<file path="src/rtl/uart_pkg.sv">
`default_nettype none
// ============================================================================
// Module   : uart_pkg
// Purpose  : Shared types and constants for the strobe-fed UART transmitter.
//            Holds the transmitter state encoding, the frame length in bit
//            times and the width of the data-bit index.
// Config   : UART_PARITY_EN adds an even-parity bit (frame 11 bits vs 10).
// Revision : 1.0 - initial release
// ============================================================================
package uart_pkg;

  typedef enum logic [2:0] {
    ST_IDLE   = 3'd0,
    ST_START  = 3'd1,
    ST_DATA   = 3'd2,
    ST_PARITY = 3'd3,
    ST_STOP   = 3'd4
  } tx_state_t;

`ifdef UART_PARITY_EN
  localparam int FRAME_BITS = 11;
`else
  localparam int FRAME_BITS = 10;
`endif

  // Index over the 8 data bits of a character.
  localparam int BIT_IDX_W = 3;

  // Even parity: the XOR of all data bits.
  function automatic logic even_parity(input logic [7:0] d);
    return ^d;
  endfunction

endpackage
`default_nettype wire

</file>
<file path="src/rtl/uart_strobe_fifo.sv">
`default_nettype none
// ============================================================================
// Module   : uart_strobe_fifo
// Purpose  : Small synchronous FIFO queueing bytes between the strobe capture
//            and the UART serialiser. Pointers carry one extra wrap bit so
//            full and empty fall out of a pointer compare.
// Ports    : clk       - system clock, rising edge
//            nRst      - asynchronous active-low reset (clears pointers)
//            push      - write request; push_data is the byte to write
//            pop       - read request; pop_data shows the head entry
//            push_ok   - the write is taken this edge
//            full      - FIFO_DEPTH entries held
//            empty     - no entries held
//            level     - current occupancy, 0..FIFO_DEPTH
// Revision : 1.0 - initial release
// ============================================================================
module uart_strobe_fifo #(
  parameter int FIFO_DEPTH = 4,
  parameter int DATA_WIDTH = 8
) (
  input  logic                          clk,
  input  logic                          nRst,
  input  logic                          push,
  input  logic [DATA_WIDTH-1:0]         push_data,
  input  logic                          pop,
  output logic [DATA_WIDTH-1:0]         pop_data,
  output logic                          push_ok,
  output logic                          full,
  output logic                          empty,
  output logic [$clog2(FIFO_DEPTH):0]   level
);

  localparam int AW = $clog2(FIFO_DEPTH);

  logic [AW:0]           wr_ptr;
  logic [AW:0]           rd_ptr;
  logic [DATA_WIDTH-1:0] mem [FIFO_DEPTH];
  logic                  pop_ok;

  assign empty    = (wr_ptr == rd_ptr);
  // Same slot index but different wrap bit: writer is one lap ahead.
  assign full     = (wr_ptr[AW] != rd_ptr[AW]) && (wr_ptr[AW-1:0] == rd_ptr[AW-1:0]);
  assign pop_ok   = pop & ~empty;
  // A full FIFO still takes a write when an entry leaves on the same edge.
  assign push_ok  = push & (~full | pop_ok);
  assign level    = wr_ptr - rd_ptr;
  assign pop_data = mem[rd_ptr[AW-1:0]];

  always_ff @(posedge clk or negedge nRst) begin
    if (!nRst) begin
      wr_ptr <= '0;
      rd_ptr <= '0;
    end else begin
      if (push_ok) wr_ptr <= wr_ptr + 1'b1;
      if (pop_ok)  rd_ptr <= rd_ptr + 1'b1;
    end
  end

  // Storage needs no reset; only entries between the pointers are ever read.
  always_ff @(posedge clk) begin
    if (push_ok) mem[wr_ptr[AW-1:0]] <= push_data;
  end

endmodule
`default_nettype wire

</file>
<file path="src/rtl/uart_strobe_tx.sv">
`default_nettype none
// ============================================================================
// Module   : uart_strobe_tx
// Purpose  : Captures bytes qualified by the falling edge of an active-low
//            strobe, queues them and serialises them as asynchronous UART
//            frames (start, 8 data bits LSB first, [parity], stop).
// Config   : UART_PARITY_EN - when defined, an even-parity bit follows the
//            data bits (8E1, 11 bit times); otherwise 8N1 (10 bit times).
// Ports    : clk       - system clock, rising edge
//            nRst      - asynchronous active-low reset
//            nDValid   - active-low data strobe; one byte per falling edge
//            dIn       - byte sampled on the strobe's falling edge
//            txd       - UART line, idles high
//            busy      - frame in progress or bytes queued
//            overflow  - sticky: a byte arrived while the queue was full
//            fifoLevel - current queue occupancy
// Revision : 1.0 - initial release
// ============================================================================
module uart_strobe_tx
  import uart_pkg::*;
#(
  parameter int CLOCKFRQ   = 240000000,
  parameter int BAUDRATE   = 115200,
  parameter int DIVISOR    = CLOCKFRQ / BAUDRATE,
  parameter int FIFO_DEPTH = 4,
  parameter int DATA_WIDTH = 8
) (
  input  logic                         clk,
  input  logic                         nRst,
  input  logic                         nDValid,
  input  logic [DATA_WIDTH-1:0]        dIn,
  output logic                         txd,
  output logic                         busy,
  output logic                         overflow,
  output logic [$clog2(FIFO_DEPTH):0]  fifoLevel
);

  localparam int LW = $clog2(FIFO_DEPTH) + 1;
  localparam int CW = $clog2(DIVISOR);
  localparam logic [CW-1:0]        CNT_LAST = CW'(DIVISOR - 1);
  localparam logic [BIT_IDX_W-1:0] BIT_LAST = BIT_IDX_W'(DATA_WIDTH - 1);

  generate
    if (DIVISOR < 2) begin : g_bad_divisor
      $error("uart_strobe_tx: DIVISOR must be at least 2");
    end
  endgenerate

  tx_state_t               state;
  logic [CW-1:0]           baud_cnt;
  logic [BIT_IDX_W-1:0]    bit_idx;
  logic [DATA_WIDTH-1:0]   shreg;
  logic                    ndv_q;
`ifdef UART_PARITY_EN
  logic                    par_bit;
`endif

  logic                    strobe;
  logic                    bit_end;
  logic                    pop;
  logic                    drop;
  logic                    push_ok;
  logic                    fifo_full;
  logic                    fifo_empty;
  logic [DATA_WIDTH-1:0]   fifo_data;
  logic [LW-1:0]           level_next;
  logic                    busy_next;

  // Falling edge of the strobe: low now, high on the previous sample.
  assign strobe  = ndv_q & ~nDValid;
  assign bit_end = (baud_cnt == CNT_LAST);

  // Load the next byte from idle, or straight out of a stop bit so that
  // queued frames follow each other with no idle gap.
  assign pop  = ~fifo_empty & ((state == ST_IDLE) | ((state == ST_STOP) & bit_end));
  assign drop = strobe & fifo_full & ~pop;

  assign level_next = fifoLevel + LW'(push_ok) - LW'(pop);

  // Next-cycle view of (state != IDLE) || (level != 0), so the registered
  // busy flag lines up with the state and level it describes.
  assign busy_next = (level_next != '0) | pop |
                     ((state != ST_IDLE) & ~((state == ST_STOP) & bit_end));

  uart_strobe_fifo #(
    .FIFO_DEPTH (FIFO_DEPTH),
    .DATA_WIDTH (DATA_WIDTH)
  ) u_fifo (
    .clk       (clk),
    .nRst      (nRst),
    .push      (strobe),
    .push_data (dIn),
    .pop       (pop),
    .pop_data  (fifo_data),
    .push_ok   (push_ok),
    .full      (fifo_full),
    .empty     (fifo_empty),
    .level     (fifoLevel)
  );

  always_ff @(posedge clk or negedge nRst) begin
    if (!nRst) begin
      state    <= ST_IDLE;
      baud_cnt <= '0;
      bit_idx  <= '0;
      shreg    <= '0;
      txd      <= 1'b1;
      busy     <= 1'b0;
      overflow <= 1'b0;
      ndv_q    <= 1'b1;
`ifdef UART_PARITY_EN
      par_bit  <= 1'b0;
`endif
    end else begin
      ndv_q <= nDValid;
      busy  <= busy_next;
      if (drop) overflow <= 1'b1;

      // Every state change happens at a bit boundary, so wrapping the
      // counter at bit_end restarts it on each transition.
      if (state == ST_IDLE) baud_cnt <= '0;
      else                  baud_cnt <= bit_end ? '0 : baud_cnt + 1'b1;

      case (state)
        ST_IDLE: begin
          if (pop) begin
            state    <= ST_START;
            shreg    <= fifo_data;
            txd      <= 1'b0;
            baud_cnt <= '0;
`ifdef UART_PARITY_EN
            par_bit  <= even_parity(fifo_data);
`endif
          end
        end

        ST_START: begin
          if (bit_end) begin
            state   <= ST_DATA;
            bit_idx <= '0;
            txd     <= shreg[0];
          end
        end

        ST_DATA: begin
          if (bit_end) begin
            if (bit_idx == BIT_LAST) begin
`ifdef UART_PARITY_EN
              state <= ST_PARITY;
              txd   <= par_bit;
`else
              state <= ST_STOP;
              txd   <= 1'b1;
`endif
            end else begin
              bit_idx <= bit_idx + 1'b1;
              shreg   <= {1'b0, shreg[DATA_WIDTH-1:1]};
              txd     <= shreg[1];
            end
          end
        end

`ifdef UART_PARITY_EN
        ST_PARITY: begin
          if (bit_end) begin
            state <= ST_STOP;
            txd   <= 1'b1;
          end
        end
`endif

        ST_STOP: begin
          if (bit_end) begin
            if (pop) begin
              state <= ST_START;
              shreg <= fifo_data;
              txd   <= 1'b0;
`ifdef UART_PARITY_EN
              par_bit <= even_parity(fifo_data);
`endif
            end else begin
              state <= ST_IDLE;
              txd   <= 1'b1;
            end
          end
        end

        default: begin
          state <= ST_IDLE;
          txd   <= 1'b1;
        end
      endcase
    end
  end

endmodule
`default_nettype wire
</file>
<file path="config.mk">
export PLATFORM = sky130hd
export DESIGN_NAME = uart_strobe_tx
export DESIGN_NICKNAME = d
export VERILOG_FILES = /design/src/rtl/uart_pkg.sv /design/src/rtl/uart_strobe_fifo.sv /design/src/rtl/uart_strobe_tx.sv
export SDC_FILE = /design/constraint.sdc
export NUM_CORES = 1
export LEC_CHECK = 0
export CORE_MARGIN = 2
export CORE_UTILIZATION = 56
export CTS_BUF_LIST = sky130_fd_sc_hd__clkbuf_4 sky130_fd_sc_hd__clkbuf_8
export DETAILED_ROUTE_END_ITERATION = 16
export HOLD_SLACK_MARGIN = 0.12
export PLACE_DENSITY = 0.78
export SYNTH_ARGS = -nofsm -noshare
export SYNTH_HDL_FRONTEND = slang
export SYNTH_SLANG_ARGS = --single-unit
</file>
<file path="constraint.sdc">
create_clock -name clk -period 3 [get_ports clk]
set_input_delay 0.6 -clock clk [delete_from_list [all_inputs] [get_ports clk]]
set_output_delay 0.6 -clock clk [all_outputs]
set_load 0.01 [all_outputs]
</file>
# Word-level counts from Yosys, hierarchy flattened
# Memories as Yosys holds them, arrays and structs flattened.
# Index checks and enable logic that the tools add are counted.
# op_classes
add_sub_neg	7
n_eq_ne	14
n_mux	29
n_bitwise	17
n_reduce_logical	10
# ops
op	n
$mux 12	4
$mux 8	4
$mux 3	8
$pmux 8 s3	1
$add 12x1->12 const B	1
$eq 12x12->1 const B	1
$ne 2x2->1 const B	6
$pmux 3 s4	1
$reduce_and 4->1	3
$add 3x1->3 const B	3
$mux 1	9
$reduce_bool 3->1	3
$and 1x1->1	8
$eq 3x3->1 const B	2
$pmux 3 s2	1
$not 1->1	5
$reduce_and 5->1	1
$or 1x1->1	4
$pmux 1 s4	1
$add 3x1->3	1
$eq 3x1->1 const B	1
$eq 3x2->1 const B	1
$eq 3x3->1	1
$logic_not 3->1	1
6 further kinds	6
# totals
ff_bits	36
ramBits	32
input_bits	11
output_inout_bits	6
elab_cells	88
mem_count	1
# memory_table
memory	words	width	read_ports	rd_clocked_by_memory_dff	write_ports	line_no	text
u_fifo.mem	4	8	1	0	1	uart_strobe_fifo.sv:37	logic [DATA_WIDTH-1:0] mem [FIFO_DEPTH];

# Longest topological paths before layout
# logic_depth
word_depth	12
mapped_depth	15
depth_no_buf	14

# Modules after synthesis
# From an unflattened synthesis, not the netlist that was laid out.
# hier_totals
cells_unflattened	265
area_unflattened_um2	3354.5
# by_module_without_submodules
mod	instances	cells_each	area_each_um2	seq_area_each_um2
uart_strobe_tx	1	176	1732.9	753.2
uart_strobe_fifo	1	89	1621.6	1111.1

# Least setup slack after synthesis
# OpenSTA, ideal clock, no wires.
# synth_path
kind	register to register
from	register u_fifo.rd_ptr[1]
to	register busy
setup_time_ns	0.144
arrival_ns	2.808
required_ns	2.856
path_slack_ns	0.048
stages_incl_launch_ff	16
path_buffers	1
synth_period_minus_slack_ns	2.952
cell_sequence	dfrtp_1 -> clkbuf_1 -> inv_1 -> ha_1 -> nand2_1 -> nor2b_1 -> a31oi_4 -> inv_1 -> ha_1 -> inv_1 -> ha_1 -> inv_1 -> fa_1 -> xor2_1 -> xnor2_1 -> nand4_1
# synth_via
elab_chain_cells	11
word_cells_on_any_way	15
cone_classes	add/sub (3); eq/ne (2); bitwise (8); reduce/logical (2)
# synth_rtl
item	line_no	text
start: declaration	uart_strobe_fifo.sv:36	logic [AW:0] rd_ptr;
start signal: assignment	uart_strobe_fifo.sv:55	if (pop_ok) rd_ptr <= rd_ptr + 1'b1;
$eq 3x3->1	uart_strobe_fifo.sv:40	assign empty = (wr_ptr == rd_ptr);
$not 1->1	uart_strobe_fifo.sv:43, uart_strobe_tx.sv:75	
$and 1x1->1	uart_strobe_tx.sv:75	assign pop = ~fifo_empty & ((state == ST_IDLE) | ((state == ST_STOP) & bit_end));
$and 1x1->1	uart_strobe_fifo.sv:43	assign pop_ok = pop & ~empty;
$or 1x1->1	uart_strobe_fifo.sv:45	assign push_ok = push & (~full | pop_ok);
$and 1x1->1	uart_strobe_fifo.sv:45	
$add 3x1->3	uart_strobe_tx.sv:78	assign level_next = fifoLevel + LW'(push_ok) - LW'(pop);
$sub 3x1->3	uart_strobe_tx.sv:78	
$reduce_bool 3->1	uart_strobe_tx.sv:82	assign busy_next = (level_next != '0) | pop |
$or 1x1->1 (*) (2 in series)	uart_strobe_tx.sv:82	
named net busy_next	uart_strobe_tx.sv:67	logic busy_next;
end signal: assignment	uart_strobe_tx.sv:116	busy <= busy_next;
end: declaration	uart_strobe_tx.sv:33	output logic busy,
# The timed path passes the listed nets; every way through them passes the cells marked *.
# A chain may end at the register's enable or synchronous reset.

# Worst setup path in the final report
# layout_path
from	register u_fifo.wr_ptr[0]
to	output fifoLevel[2]
# layout_via
elab_chain_cells	1
# layout_rtl
item	line_no	text
start: declaration	uart_strobe_fifo.sv:35	logic [AW:0] wr_ptr;
start signal: assignment	uart_strobe_fifo.sv:54	if (push_ok) wr_ptr <= wr_ptr + 1'b1;
$sub 3x3->3	uart_strobe_fifo.sv:46	assign level = wr_ptr - rd_ptr;
end: declaration	uart_strobe_tx.sv:35	output logic [$clog2(FIFO_DEPTH):0] fifoLevel
# Every way passes these cells.

==> run_results.csv <==
group,metric,value,unit
run_status,status,"finished clean",
clocking,htreeDepth,3,
timing,finalHoldViolations,0,
logic_synthesis,ys_types,49,
floorplan,start_util,58.2,%
logic_synthesis,synth_ff_type,"dfrtp_1",
hold_path,hp-class,"flop to flop",
critical_path,crit_buf_inv,3,
logic_synthesis,yosys_warnings,0,
critical_path,crit_cells,6,
final_layout,final_cell_mix,"34 x dfrtp_1, 32 x edfxtp_1, 17 x nor2_1",
place,routabilityCongestion,0.799,
critical_path,criticalPathCategory,"flop to primary output",
global_routing,grt_first_pass_wirelength,8.67,mm
power_and_ir_drop,leakage,1.45,nW
critical_path,critical_path.cell_chain,"inv_1, ha_1, inv_1, fa_1, xnor2_2, clkdlybuf4s50_1",
clocking,clockBufferDepth,2,
timing,rsz0062_at_grt,"yes",
critical_path,worst_path_most_repeated_cell,"inv_1",
final_layout,diodes,0,
detailed_routing,drtPass1Iterations,4,
final_layout,design_area,3690,um^2
logic_synthesis,postSynthAreaPerCell,14.2,um^2
floorplan,pin_count,17,
critical_path,reg2reg_depth,14,
logic_synthesis,synth_seq_cells,68,
timing,fmax,347,MHz
place,post-place-ws,80.7,ps
final_layout,drive_gt1_share,23.6,%
place,hpwl,3.47,mm
clocking,post_cts_buffers,0,
clocking,clkTransAtPathRegs,80,ps
final_layout,areaGrowthSynthToFinish,15.1,%
critical_path,r2r_start,"baud_cnt[0]$_DFF_PN0_",
critical_path,worstSetupStartpoint,"u_fifo.wr_ptr[0]$_DFFE_PN0P_",
floorplan,die_h,79.6,um
timing,slew_viol_final,0,
global_routing,grt_start_max_net_pins,37,
clocking,cts.sinks,68,
timing,period_needed,2880,ps
logic_synthesis,synth_cells,226,
power_and_ir_drop,power_density,621,nW/um^2
floorplan,die_w,79.6,um
place,placed_cell_area,3470,um^2
logic_synthesis,syn-num-nets,252,
detailed_routing,finalWirelength,4.92,mm
logic_synthesis,synth_area,3200,um^2
timing,post-route-period-util,96.0,%
clocking,clock-root-buffer,"clkbuf_8",
global_routing,grt_overflow_total,0,
detailed_routing,num_vias,1796,
timing,finalSetupViolations,0,
power_and_ir_drop,ir_drop,0.486,mV
logic_synthesis,synth_edf_count,32,
detailed_routing,drc_errors,0,
floorplan,die_area,6340,um^2
place,port_buffers,16,
timing,worstMarginPinSlew,461,ps
detailed_routing,drtIter0Drc,131,
clocking,cts_hold_buf,0,
logic_synthesis,yosysSeqAreaShare,58.2,%
global_routing,antenna_found_initial,0,
timing,setup_slack,119,ps
critical_path,reg2reg_slack,200,ps
critical_path,required,2400,ps
floorplan,row_count,27,
critical_path,cp-endpoint,"fifoLevel[2]",
final_layout,final_common_cell,"dfrtp_1",
critical_path,critPathArrivalTime,2280,ps
job,max_cap_viol_count,0,
critical_path,crit_slowest_cell,"clkdlybuf4s50_1",
timing,tns,0,ps
detailed_routing,viasPerCell,5.44,
critical_path,start_kind,"flop",
logic_synthesis,synthArstFlopShare,52.9,%
global_routing,grt_pass1_vias,1816,
timing,whs,487,ps
detailed_routing,ant_nets,0,
clocking,cts_tree,"done",
clocking,postCtsResizedCells,0,
critical_path,cp-end-kind,"primary output",
critical_path,crit_fanout,4,
power_and_ir_drop,finalPower,2.29,mW
clocking,numCtsBuffers,9,
critical_path,crit_path_max_incr_delay,560,ps
timing,maxSlewHeadroom,69.2,%
final_layout,fin_nets,279,
floorplan,core,5510,um^2
critical_path,crit_family,"buffers and inverters",
clocking,clk_latency,340,ps
global_routing,grt_usage,18.5,%
critical_path,r2r_end,"busy$_DFF_PN0_",
timing,skew,6.61,ps
detailed_routing,wl_per_cell,14.9,um
## per-layer routing
layer / GRT usage, % / up-vias / part of all wire [%]
met4: 10.9 / 0 / 2.1
met2: 28.8 / 18 / 49
met1: 23.8 / 893 / 47
met3: 4.41 / 11 / 2.3
li1: - / 874 / -
met5: 0 / - / 0
## flip-flops by register name, summed over array words and instances (netlist names)
signal         count
u_fifo.mem        32
baud_cnt          12
shreg              8
bit_idx            3
state              3
u_fifo.rd_ptr      3
u_fifo.wr_ptr      3
busy               1
ndv_q              1
overflow           1
txd                1
## Yosys cell counts, types with 2 or more instances
master / number / area share, %
dfrtp_1: 34 / 27
edfxtp_1: 32 / 30
nor2_1: 17 / 2.0
mux2_2: 16 / 5.6
ha_1: 13 / 5.1
inv_1: 12 / 1.4
nand2_1: 10 / 1.2
xnor2_1: 10 / 2.7
xor2_1: 9 / 2.5
mux4_2: 8 / 5.6
nand3_1: 6 / 0.94
and2_1: 4 / 0.78
a21oi_1: 3 / 0.47
clkbuf_1: 3 / 0.35
nor2b_1: 3 / 0.59
nor3_1: 3 / 0.47
o21ai_0: 3 / 0.47
or3_1: 3 / 0.59
a22o_1: 2 / 0.55
and3_2: 2 / 0.47
buf_2: 2 / 0.31
dfstp_2: 2 / 1.6
fa_1: 2 / 1.2
nand4_1: 2 / 0.39
## worst min-delay path by stage
stage / startpoint / end / slack, ps / cells past startpoint
floorplan: nRst / baud_cnt[0]$_DFF_PN0_ / 300 / 0
global placement: overflow$_DFFE_PN0P_ / overflow$_DFFE_PN0P_ / 460 / 2
detailed placement: overflow$_DFFE_PN0P_ / overflow$_DFFE_PN0P_ / 470 / 2
CTS: u_fifo.wr_ptr[2]$_DFFE_PN0P_ / u_fifo.wr_ptr[2]$_DFFE_PN0P_ / 490 / 1
global route: u_fifo.wr_ptr[2]$_DFFE_PN0P_ / u_fifo.wr_ptr[2]$_DFFE_PN0P_ / 500 / 1
finish: overflow$_DFFE_PN0P_ / overflow$_DFFE_PN0P_ / 490 / 2
## cell families (layout without fill, tap and decap cells)
| group | after synthesis | count (layout) | share of synthesized area, % |
|---|---|---|---|
| xor gates and xnor gates | 19 | 19 | 5.19 |
| buffers and inverters | 20 | 52 | 2.77 |
| AOI/OAI and AO/OA | 17 | 17 | 4.41 |
| adders and majority gates | 15 | 15 | 6.33 |
| muxes | 25 | 25 | 11.6 |
| DFF | 68 | 68 | 58.2 |
| and+or+nand+nor | 62 | 62 | 11.6 |
## layout make-up
class / count / area (um^2)
Clock inverter: 7 / 76.3
Timing Repair Buffer: 24 / 220
Inverter: 12 / 45.0
Tap cell: 72 / 90.1
Multi-Input combinational cell: 138 / 1270
Clock buffer: 9 / 124
Fill cell: 390 / 1820
Sequential cell: 68 / 1860
## per-stage QoR
stage	utilization [%]	cells
final	67.0	330
after floorplan	-	226
after CTS	66.7	330
after detailed placement	63.0	314
after global routing	67.0	330
after global placement	63.0	314
## power by group
group	switching, mW	total, mW	leakage (nW)	internal [mW]
registers	0.0319	1.08	0.731	1.05
logic	0.230	0.459	0.622	0.228
clock network	0.366	0.753	0.0974	0.388
total	0.628	2.29	1.45	1.66
## worst reg2reg max path, stage by stage (launching register included)
cell and delay, ps:
dfrtp_1 420, inv_1 70, ha_1 140, and4bb_2 290, nand4_4 150, a31oi_4 210
inv_1 60, ha_1 280, inv_1 60, ha_1 120, inv_1 50, fa_1 400
xor2_1 170, xnor2_1 140, nand4_1 100
Power figures use the tool's default switching activity.
